==> config.mk <==
export PLATFORM = sky130hd
export DESIGN_NAME = mem_access_ctrl_flat
export DESIGN_NICKNAME = d
export VERILOG_FILES = /design/src/rtl/mem_access_ctrl_if.sv /design/src/rtl/mem_access_ctrl.sv /design/src/flat_wrapper.sv
export SDC_FILE = /design/constraint.sdc
export NUM_CORES = 1
export LEC_CHECK = 0
export CORE_MARGIN = 4
export CORE_UTILIZATION = 27
export DETAILED_ROUTE_END_ITERATION = 8
export DONT_BUFFER_PORTS = 1
export PLACE_DENSITY = 0.43
export SLEW_MARGIN = 20
export SYNTH_ARGS = -nofsm -noshare
export SYNTH_HDL_FRONTEND = slang
export SYNTH_SLANG_ARGS = --single-unit
export TNS_END_PERCENT = 20
==> constraint.sdc <==
create_clock -name clk -period 6.2 [get_ports clk]
set_clock_uncertainty 0.2 [all_clocks]
set_input_delay 1.24 -clock clk [delete_from_list [all_inputs] [get_ports clk]]
set_output_delay 1.24 -clock clk [all_outputs]
set_load 0.03 [all_outputs]
==> src/rtl/mem_access_ctrl_if.sv <==
// Memory-side bus of the access controller: request/ack handshake plus address and data.
// The controller owns the request side; the memory owns ack and read data.
interface mem_access_ctrl_if #(
  parameter int AW = 16
);
  logic          mem_req;
  logic          mem_we;
  logic [AW-1:0] mem_addr;
  logic [15:0]   mem_wdata;
  logic          mem_ack;
  logic [15:0]   mem_rdata;

  modport master (
    output mem_req, mem_we, mem_addr, mem_wdata,
    input  mem_ack, mem_rdata
  );

  modport slave (
    input  mem_req, mem_we, mem_addr, mem_wdata,
    output mem_ack, mem_rdata
  );
endinterface

==> src/rtl/mem_access_ctrl.sv <==
// Single-access memory controller: IDLE -> REQ -> DONE, with a bounded wait for mem_ack.
// Every output is a flop; strobes (MR, MW, err) are one-cycle pulses.
module mem_access_ctrl #(
  parameter int AW      = 16,
  parameter int TIMEOUT = 15
) (
  input  logic          clk,
  input  logic          reset,
  input  logic          start,
  input  logic          rnw,
  input  logic [AW-1:0] addr,
  input  logic [15:0]   wdata,
  mem_access_ctrl_if.master mem,
  output logic          MR,
  output logic          MW,
  output logic [15:0]   W_IN,
  output logic          busy,
  output logic          err
);

  typedef enum logic [1:0] {
    IDLE,
    REQ,
    DONE
  } state_t;

  localparam logic [7:0] TIMEOUT_C = 8'(TIMEOUT);

  state_t     state;
  logic       rnw_q;
  logic [7:0] wait_cnt;

  // NOTE: sequential state uses non-blocking assignments only, so every flop samples pre-edge values.
  always_ff @(posedge clk or posedge reset) begin
    if (reset) begin
      state         <= IDLE;
      rnw_q         <= 1'b0;
      wait_cnt      <= 8'd0;
      mem.mem_req   <= 1'b0;
      mem.mem_we    <= 1'b0;
      mem.mem_addr  <= '0;
      mem.mem_wdata <= 16'd0;
      MR            <= 1'b0;
      MW            <= 1'b0;
      W_IN          <= 16'd0;
      busy          <= 1'b0;
      err           <= 1'b0;
    end else begin
      // Strobes default low so each one lasts exactly one cycle.
      MR  <= 1'b0;
      MW  <= 1'b0;
      err <= 1'b0;

      case (state)
        IDLE: begin
          if (start) begin
            rnw_q         <= rnw;
            mem.mem_addr  <= addr;
            mem.mem_wdata <= wdata;
            wait_cnt      <= 8'd0;
            mem.mem_req   <= 1'b1;
            mem.mem_we    <= ~rnw;
            busy          <= 1'b1;
            state         <= REQ;
          end
        end

        REQ: begin
          if (mem.mem_ack) begin
            // An ack on the final allowed cycle still completes the access.
            if (rnw_q) W_IN <= mem.mem_rdata;
            MR          <= rnw_q;
            MW          <= ~rnw_q;
            mem.mem_req <= 1'b0;
            mem.mem_we  <= 1'b0;
            state       <= DONE;
          end else if (wait_cnt + 8'd1 == TIMEOUT_C) begin
            wait_cnt    <= wait_cnt + 8'd1;
            err         <= 1'b1;
            mem.mem_req <= 1'b0;
            mem.mem_we  <= 1'b0;
            busy        <= 1'b0;
            state       <= IDLE;
          end else begin
            wait_cnt <= wait_cnt + 8'd1;
          end
        end

        DONE: begin
          busy  <= 1'b0;
          state <= IDLE;
        end

        default: state <= IDLE;
      endcase
    end
  end

endmodule

==> src/flat_wrapper.sv <==
// flat-port wrapper written by rule: the top's interface ports become plain ports
module mem_access_ctrl_flat 
#(
  parameter int AW      = 16,
  parameter int TIMEOUT = 15
)
  (clk, reset, start, rnw, addr, wdata, MR, MW, W_IN, busy, err, mem_mem_req, mem_mem_we, mem_mem_addr, mem_mem_wdata, mem_mem_ack, mem_mem_rdata);
  mem_access_ctrl_if #(.AW(AW)) mem_i ();
  input  logic clk;
  input  logic reset;
  input  logic start;
  input  logic rnw;
  input  logic [AW-1:0] addr;
  input  logic [15:0] wdata;
  output logic MR;
  output logic MW;
  output logic [15:0] W_IN;
  output logic busy;
  output logic err;
  output wire logic [$bits(mem_i.mem_req)-1:0] mem_mem_req;
  output wire logic [$bits(mem_i.mem_we)-1:0] mem_mem_we;
  output wire logic [$bits(mem_i.mem_addr)-1:0] mem_mem_addr;
  output wire logic [$bits(mem_i.mem_wdata)-1:0] mem_mem_wdata;
  input wire logic [$bits(mem_i.mem_ack)-1:0] mem_mem_ack;
  input wire logic [$bits(mem_i.mem_rdata)-1:0] mem_mem_rdata;
  assign mem_mem_req = mem_i.mem_req;
  assign mem_mem_we = mem_i.mem_we;
  assign mem_mem_addr = mem_i.mem_addr;
  assign mem_mem_wdata = mem_i.mem_wdata;
  assign mem_i.mem_ack = mem_mem_ack;
  assign mem_i.mem_rdata = mem_mem_rdata;
  mem_access_ctrl #(.AW(AW), .TIMEOUT(TIMEOUT)) u_core (.clk(clk), .reset(reset), .start(start), .rnw(rnw), .addr(addr), .wdata(wdata), .mem(mem_i), .MR(MR), .MW(MW), .W_IN(W_IN), .busy(busy), .err(err));
endmodule
==> results of run 1 <==
==> path summary, 6_finish.rpt <==
check / start / depth (start not counted) / slack (ns) / to
worst max-delay path: u_core.wait_cnt[0]$_DFFE_PP0P_ / 6 / 3.78 / u_core.mem.mem_we$_DFFE_PP0P_
worst min-delay path: u_core.rnw_q$_DFFE_PP0P_ / 1 / 0.27 / u_core.MW$_DFF_PP0_
worst max register to register: u_core.wait_cnt[0]$_DFFE_PP0P_ / 6 / 3.78 / u_core.mem.mem_we$_DFFE_PP0P_
worst min register to register: u_core.rnw_q$_DFFE_PP0P_ / 1 / 0.27 / u_core.MW$_DFF_PP0_
max in group asynchronous: reset / 2 / 4.42 / u_core.mem.mem_addr[11]$_DFFE_PP0P_
min in group asynchronous: reset / 2 / 0.84 / u_core.W_IN[2]$_DFFE_PP0P_
==> worst max-delay path, delay by kind of cell, from the launching register on <==
kind | cells | cell delay, ns
DFF | 1 | 0.45
xor gates and xnor gates | 1 | 0.16
AOI/OAI and AO/OA | 3 | 0.77
and+or+nand+nor | 1 | 0.43
adders and majority gates | 1 | 0.30
==> state kept, by name, summed over array words and instances, names as in the netlist <==
signal and cells:
u_core.err 1, u_core.mem.mem_wdata 16, u_core.MW 1, u_core.wait_cnt 8, u_core.MR 1, u_core.mem.mem_addr 16, u_core.W_IN 16, u_core.mem.mem_we 1
u_core.busy 1, u_core.rnw_q 1, u_core.mem.mem_req 1, u_core.state 2
==> stage by stage <==
stage               worst slack [ns]  hold WS [ns]  std cells
floorplan                       3.13         0.220        221
detailed placement              3.54         0.261        349
global route                    3.64         0.305        365
CTS                             3.77         0.275        365
finish                          3.78         0.273        365
global placement                3.51         0.271        349
==> power by group through the flow <==
stage          clock network, µW  logic [µW]  registers [µW]
2_1_floorplan                  0         360            1050
4_1_cts                      371         429            1100
5_1_grt                      385         471            1120
3_5_place_dp                   0         430            1100
6_report                     351         419            1090
3_3_place_gp                   0         419            1110
==> cell type report <==
type / instances / area (µm²)
Multi-Input combinational cell: 137 / 1130
Tap cell: 136 / 170
Inverter: 9 / 33.8
Timing Repair Buffer: 2 / 15.0
Clock buffer: 11 / 131
Clock inverter: 5 / 56.3
Sequential cell: 65 / 1630
Fill cell: 1080 / 7120
==> Yosys cell counts, drive strengths merged <==
library cell and n:
mux2 51, ha 5, and3b 1, a22o 3
a2bb2oi 1, nor3 6, o2bb2ai 1, buf 5
nor2 8, dfrtp 65, or4 1, and4 1
mux2i 4, nand2b 2, nor2b 6, xor2 1
and3 1, a21boi 1, a221oi 1, nand3 7
or3 1, inv 9, o22ai 1, nor3b 1
a31oi 1, a21oi 4, clkbuf 5, nand2 10
nor4 1, o21ai 17
==> logic make-up after synthesis <==
family	Yosys count	synth area share
adder cells (fa/ha/maj)	5	0.0221
XOR/XNOR	1	0.00310
buffers and inverters	19	0.0270
AO/OA/AOI/OAI	30	0.0703
flip-flops	65	0.575
multiplexers	55	0.217
AND/OR/NAND/NOR	46	0.0858
==> metal layers <==
layer,up-vias,track usage
met4,2,0.0396
met3,4,0.0542
met5,-,0
met1,824,0.126
li1,781,-
met2,58,0.154
==> placed cells by master, fill, tap and decap left out, drive strengths merged, types with 6 or more instances in the layout <==
cell / n
nand2: 10
dfrtp: 65
clkbuf: 11
nor3: 6
mux2: 51
o21ai: 17
nor2: 8
nand3: 7
inv: 9
nor2b: 6
==> flow_metrics.env, run 1 <==
export IMPL_drive_above_1_share=0.314
export IMPL_setup_viol=0
export IMPL_drv_slew=0
export IMPL_grt_usage=0.103
export IMPL_dr_wl_met2_um=3050
export IMPL_ys_seq_elements=65
export IMPL_worst_pin_slew_ns=0.837
export IMPL_rows=37
export IMPL_fp_coreArea_um2=10300
export IMPL_critPathMaxStageDelay_ns=0.45
export IMPL_outcome="finished clean"
export IMPL_n_antenna_cell=0
export IMPL_clockPowerShare=0.189
export IMPL_ant_nets=0
export IMPL_crit_path_end_kind="flip-flop"
export IMPL_die_w_um=110
export IMPL_path_clk_slew_ns=0.07
export IMPL_top_layer="met5"
export IMPL_cap_viol_max_count=0
export IMPL_startpoint_type="flip-flop"
export IMPL_cts_root_buf="clkbuf_8"
export IMPL_period_needed_ns=2.42
export IMPL_synth_cell_type_count=35
export IMPL_cts_tree="built"
export IMPL_cts_max_path_buffers=2
export IMPL_max_freq_mhz=413
export IMPL_switching_power_uw=842
export IMPL_synth_area_leader_cell="dfrtp_1"
export IMPL_slew_headroom=0.442
export IMPL_crit_slowest_cell="dfrtp_1"
export IMPL_grt_max_degree=66
export IMPL_cts_setup_buffers=0
export IMPL_postCtsHoldBufs=0
export IMPL_worstPathArrival_ns=2.44
export IMPL_clk_insertion_delay_late_ns=0.33
export IMPL_nNetsFinal=282
export IMPL_grt_pass1_wl_um=9510
export IMPL_totalPowerFinal_uw=1860
export IMPL_p_per_area_nw_per_um2=588
export IMPL_internal_power_uw=1020
export IMPL_finalCritPeriodShare=0.390
export IMPL_grt_pass1_vias=1823
export IMPL_crit_chain="ha_1 -> xor2_1 -> or4_4 -> a221oi_4 -> o22ai_1 -> a22o_1"
export IMPL_cts_resized=0
export IMPL_drc=0
export IMPL_yosys_warnings=0
export IMPL_fin_area_um2=3160
export IMPL_crit_required_ns=6.22
export IMPL_via_count=1669
export IMPL_synthCells=221
export IMPL_dpl_cell_area_um2=2970
export IMPL_drtIter0Drc=41
export IMPL_final_hold_viol_count=0
export IMPL_worstSetupPathType="flip-flop to flip-flop"
export IMPL_vdd_drop_max_uv=233
export IMPL_antenna_found_initial=1
export IMPL_drtPass1Iterations=4
export IMPL_met3WireLength_um=545
export IMPL_dieArea_um2=12200
export IMPL_synthesis_area_um2=2830
export IMPL_p_leak_uw=0.00133
export IMPL_netSwitchingFraction=0.453
export IMPL_synth_area_top_cells="dfrtp_1 57%, mux2_2 20%, o21ai_0 2.7%, ha_1 2.2%, mux2i_1 1.4%"
export IMPL_wire_per_inst_um=16.7
export IMPL_wirelength_um=6100
export IMPL_utilization=0.308
export IMPL_cts_sinks=65
export IMPL_finalSetupTns_ns=0
export IMPL_pwr_share_comb=0.225
export IMPL_avgViaCountPerCell=4.57
export IMPL_rsz0062_at_grt="no"
export IMPL_syn_to_final_growth_pct=11.7
export IMPL_ioPinCount=107
export IMPL_yosysTopAreaCellShare=0.575
export IMPL_pwr_share_seq=0.586
export IMPL_syn_nets=279
export IMPL_wirelength_met1_um=2450
export IMPL_overflow=0
export IMPL_hold_class="flip-flop to flip-flop"
export IMPL_ys_seq_area_frac=0.575
export IMPL_cts_max_level=3
export IMPL_avgSynthCellArea_um2=12.8
export IMPL_path_max_fanout=8
export IMPL_hpwlAfterDp_um=4210
export IMPL_io_buffers=0
export IMPL_cts_inserted_buffers=9
export IMPL_initial_core_util=0.275
export IMPL_place_gp_congestion=0.715
export IMPL_dieHeight_um=110
(Power assumes the default switching activity.)
==> run 2, diff against run 1 <==
- PLACE_DENSITY: 0.43 -> 0.45
- clock period: 6.2 -> 2.2 ns (I/O delays scaled with it)
==> run 2 against run 1 <==
  * Cell count rose by 5.2%
  * Maximum frequency rose by 11%
  * Critical path depth rose by 1
  * Non-clock buffer count rose by 19
  * Setup slack got worse by 3.8 ns
  * Combinational power rose to 3.2 times the previous value
  * Sequential power rose to 2.8 times the previous value
  * Largest cell class unchanged
  * Via count rose by 6.1%
  * Critical path type unchanged
  * Design area rose by 7.4%
  * Register-to-register slack got worse by 3.8 ns
==> flow_metrics.env, run 2 (synthesized netlist as in run 1, its figures left out) <==
export IMPL_outcome="finished clean"
export IMPL_fill_cells=1049
export IMPL_place_gp_congestion=0.734
export IMPL_dieHeight_um=110
export IMPL_io_buffers=0
export IMPL_grt_pass1_wl_um=9380
export IMPL_setup_viol=0
export IMPL_ant_nets=0
export IMPL_layout_commonest_cell="dfrtp_1"
export IMPL_slew_headroom=0.682
export IMPL_cts_max_level=3
export IMPL_worstSetupPathType="flip-flop to flip-flop"
export IMPL_avgViaCountPerCell=4.61
export IMPL_rows=37
export IMPL_p_per_area_nw_per_um2=1660
export IMPL_drc=0
export IMPL_utilization=0.330
export IMPL_via_count=1771
export IMPL_whs_ns=0.0411
export IMPL_pwr_share_comb=0.236
export IMPL_cts_max_path_buffers=2
export IMPL_worst_pin_slew_ns=0.476
export IMPL_fp_coreArea_um2=10300
export IMPL_dieArea_um2=12200
export IMPL_hold_class="input port to flip-flop"
export IMPL_path_clk_slew_ns=0.08
export IMPL_largestRegisters="u_core.W_IN: 16 flops, u_core.mem.mem_addr: 16 flops, u_core.mem.mem_wdata: 16 flops"
export IMPL_totalPowerFinal_uw=5640
export IMPL_crit_path_end_kind="flip-flop"
export IMPL_cap_viol_max_count=0
export IMPL_cts_setup_buffers=0
export IMPL_cts_tree="built"
export IMPL_n_antenna_cell=0
export IMPL_netSwitchingFraction=0.429
export IMPL_drv_slew=0
export IMPL_grt_pass1_vias=1904
export IMPL_wire_per_inst_um=15.8
export IMPL_drtPass1Iterations=4
export IMPL_syn_to_final_growth_pct=20.0
export IMPL_cts_root_buf="clkbuf_8"
export IMPL_die_w_um=110
export IMPL_startpoint_type="flip-flop"
export IMPL_r2r_slack_ns=0.03
export IMPL_drtIter0Drc=61
export IMPL_setup_slack_ns=0.0301
export IMPL_overflow=0
export IMPL_initial_core_util=0.275
export IMPL_rsz0062_at_grt="yes"
export IMPL_vdd_drop_max_uv=740
export IMPL_dp_cells=367
export IMPL_clockPowerShare=0.222
export IMPL_switching_power_uw=2420
export IMPL_worstPathArrival_ns=2.19
export IMPL_cts_sinks=65
export IMPL_nNetsFinal=301
export IMPL_period_needed_ns=2.17
export IMPL_grt_max_degree=46
export IMPL_ioPinCount=107
export IMPL_path_max_fanout=7
export IMPL_post_place_ws_ns=0.00348
export IMPL_p_leak_uw=0.00145
export IMPL_internal_power_uw=3220
export IMPL_final_hold_viol_count=0
export IMPL_max_freq_mhz=461
export IMPL_instances_no_fill=384
export IMPL_clk_insertion_delay_late_ns=0.34
export IMPL_grt_usage=0.102
export IMPL_wirelength_um=6070
export IMPL_hpwlAfterDp_um=4360
export IMPL_mostFrequentLayoutCells="65 x dfrtp_1, 51 x mux2_2, 17 x buf_4"
export IMPL_drive_above_1_share=0.371
export IMPL_crit_required_ns=2.22
export IMPL_finalCritPeriodShare=0.986
export IMPL_antenna_found_initial=0
export IMPL_cts_inserted_buffers=9
export IMPL_pwr_share_seq=0.541
==> run 2: layer usage <==
layer,vias up,part of all wire,GRT usage
li1,823,-,-
met4,0,0.021,0.0422
met2,64,0.49,0.159
met3,11,0.080,0.0478
met5,-,0,0
met1,873,0.41,0.122
==> run 2: final timing paths <==
kind | depth (start not counted) | start | endpoint
worst max register to register | 7 | u_core.wait_cnt[0]$_DFFE_PP0P_ | u_core.mem.mem_we$_DFFE_PP0P_
max in group asynchronous | 3 | reset | u_core.busy$_DFFE_PP0P_
min in group asynchronous | 2 | reset | u_core.mem.mem_addr[0]$_DFFE_PP0P_
worst max-delay path | 7 | u_core.wait_cnt[0]$_DFFE_PP0P_ | u_core.mem.mem_we$_DFFE_PP0P_
worst min-delay path | 1 | mem_mem_rdata[6] | u_core.W_IN[6]$_DFFE_PP0P_
worst min register to register | 1 | u_core.rnw_q$_DFFE_PP0P_ | u_core.MW$_DFF_PP0_
==> run 2: power by group through the flow <==
stage | combinational, µW | clock [µW] | sequential, µW
3_5_place_dp | 1370 | 0 | 3090
6_report | 1330 | 1260 | 3050
5_1_grt | 1500 | 1360 | 3130
4_1_cts | 1370 | 1300 | 3070
2_1_floorplan | 1010 | 0 | 2970
3_3_place_gp | 1330 | 0 | 3090
==> run 2: final cells by class <==
| class | count | area (µm²) | area share |
|---|---|---|---|
| Multi-Input combinational cell | 137 | 1130 | 0.333 |
| Timing Repair Buffer | 21 | 189 | 0.0556 |
| Clock inverter | 6 | 115 | 0.0339 |
| Clock buffer | 10 | 128 | 0.0376 |
| Inverter | 9 | 37.5 | 0.0111 |
| Sequential cell | 65 | 1630 | 0.479 |
| Tap cell | 136 | 170 | 0.0501 |
==> run 2: critical path, cell delays in order (launching register included) <==
cell and delay [ns]:
dfrtp_1 0.39, ha_2 0.19, xor2_1 0.14, or4_4 0.43
a221oi_4 0.30, buf_6 0.16, o22ai_1 0.06, a22o_1 0.18
==> run 2: timing repair <==
action	4_1_cts	5_1_grt
hold buffers	1	0
resized for setup	1	1
pin swaps	0	1
hold endpoints to repair	20	0
setup endpoints to repair	1	4
==> run 2: per-stage QoR <==
stage / TNS [ns] / instance area [µm²]
after floorplan: -0.0297 / 2830
after global placement: 0 / 3140
after detailed placement: 0 / 3140
after CTS: 0 / 3390
after global routing: -0.0627 / 3400
final: 0 / 3400
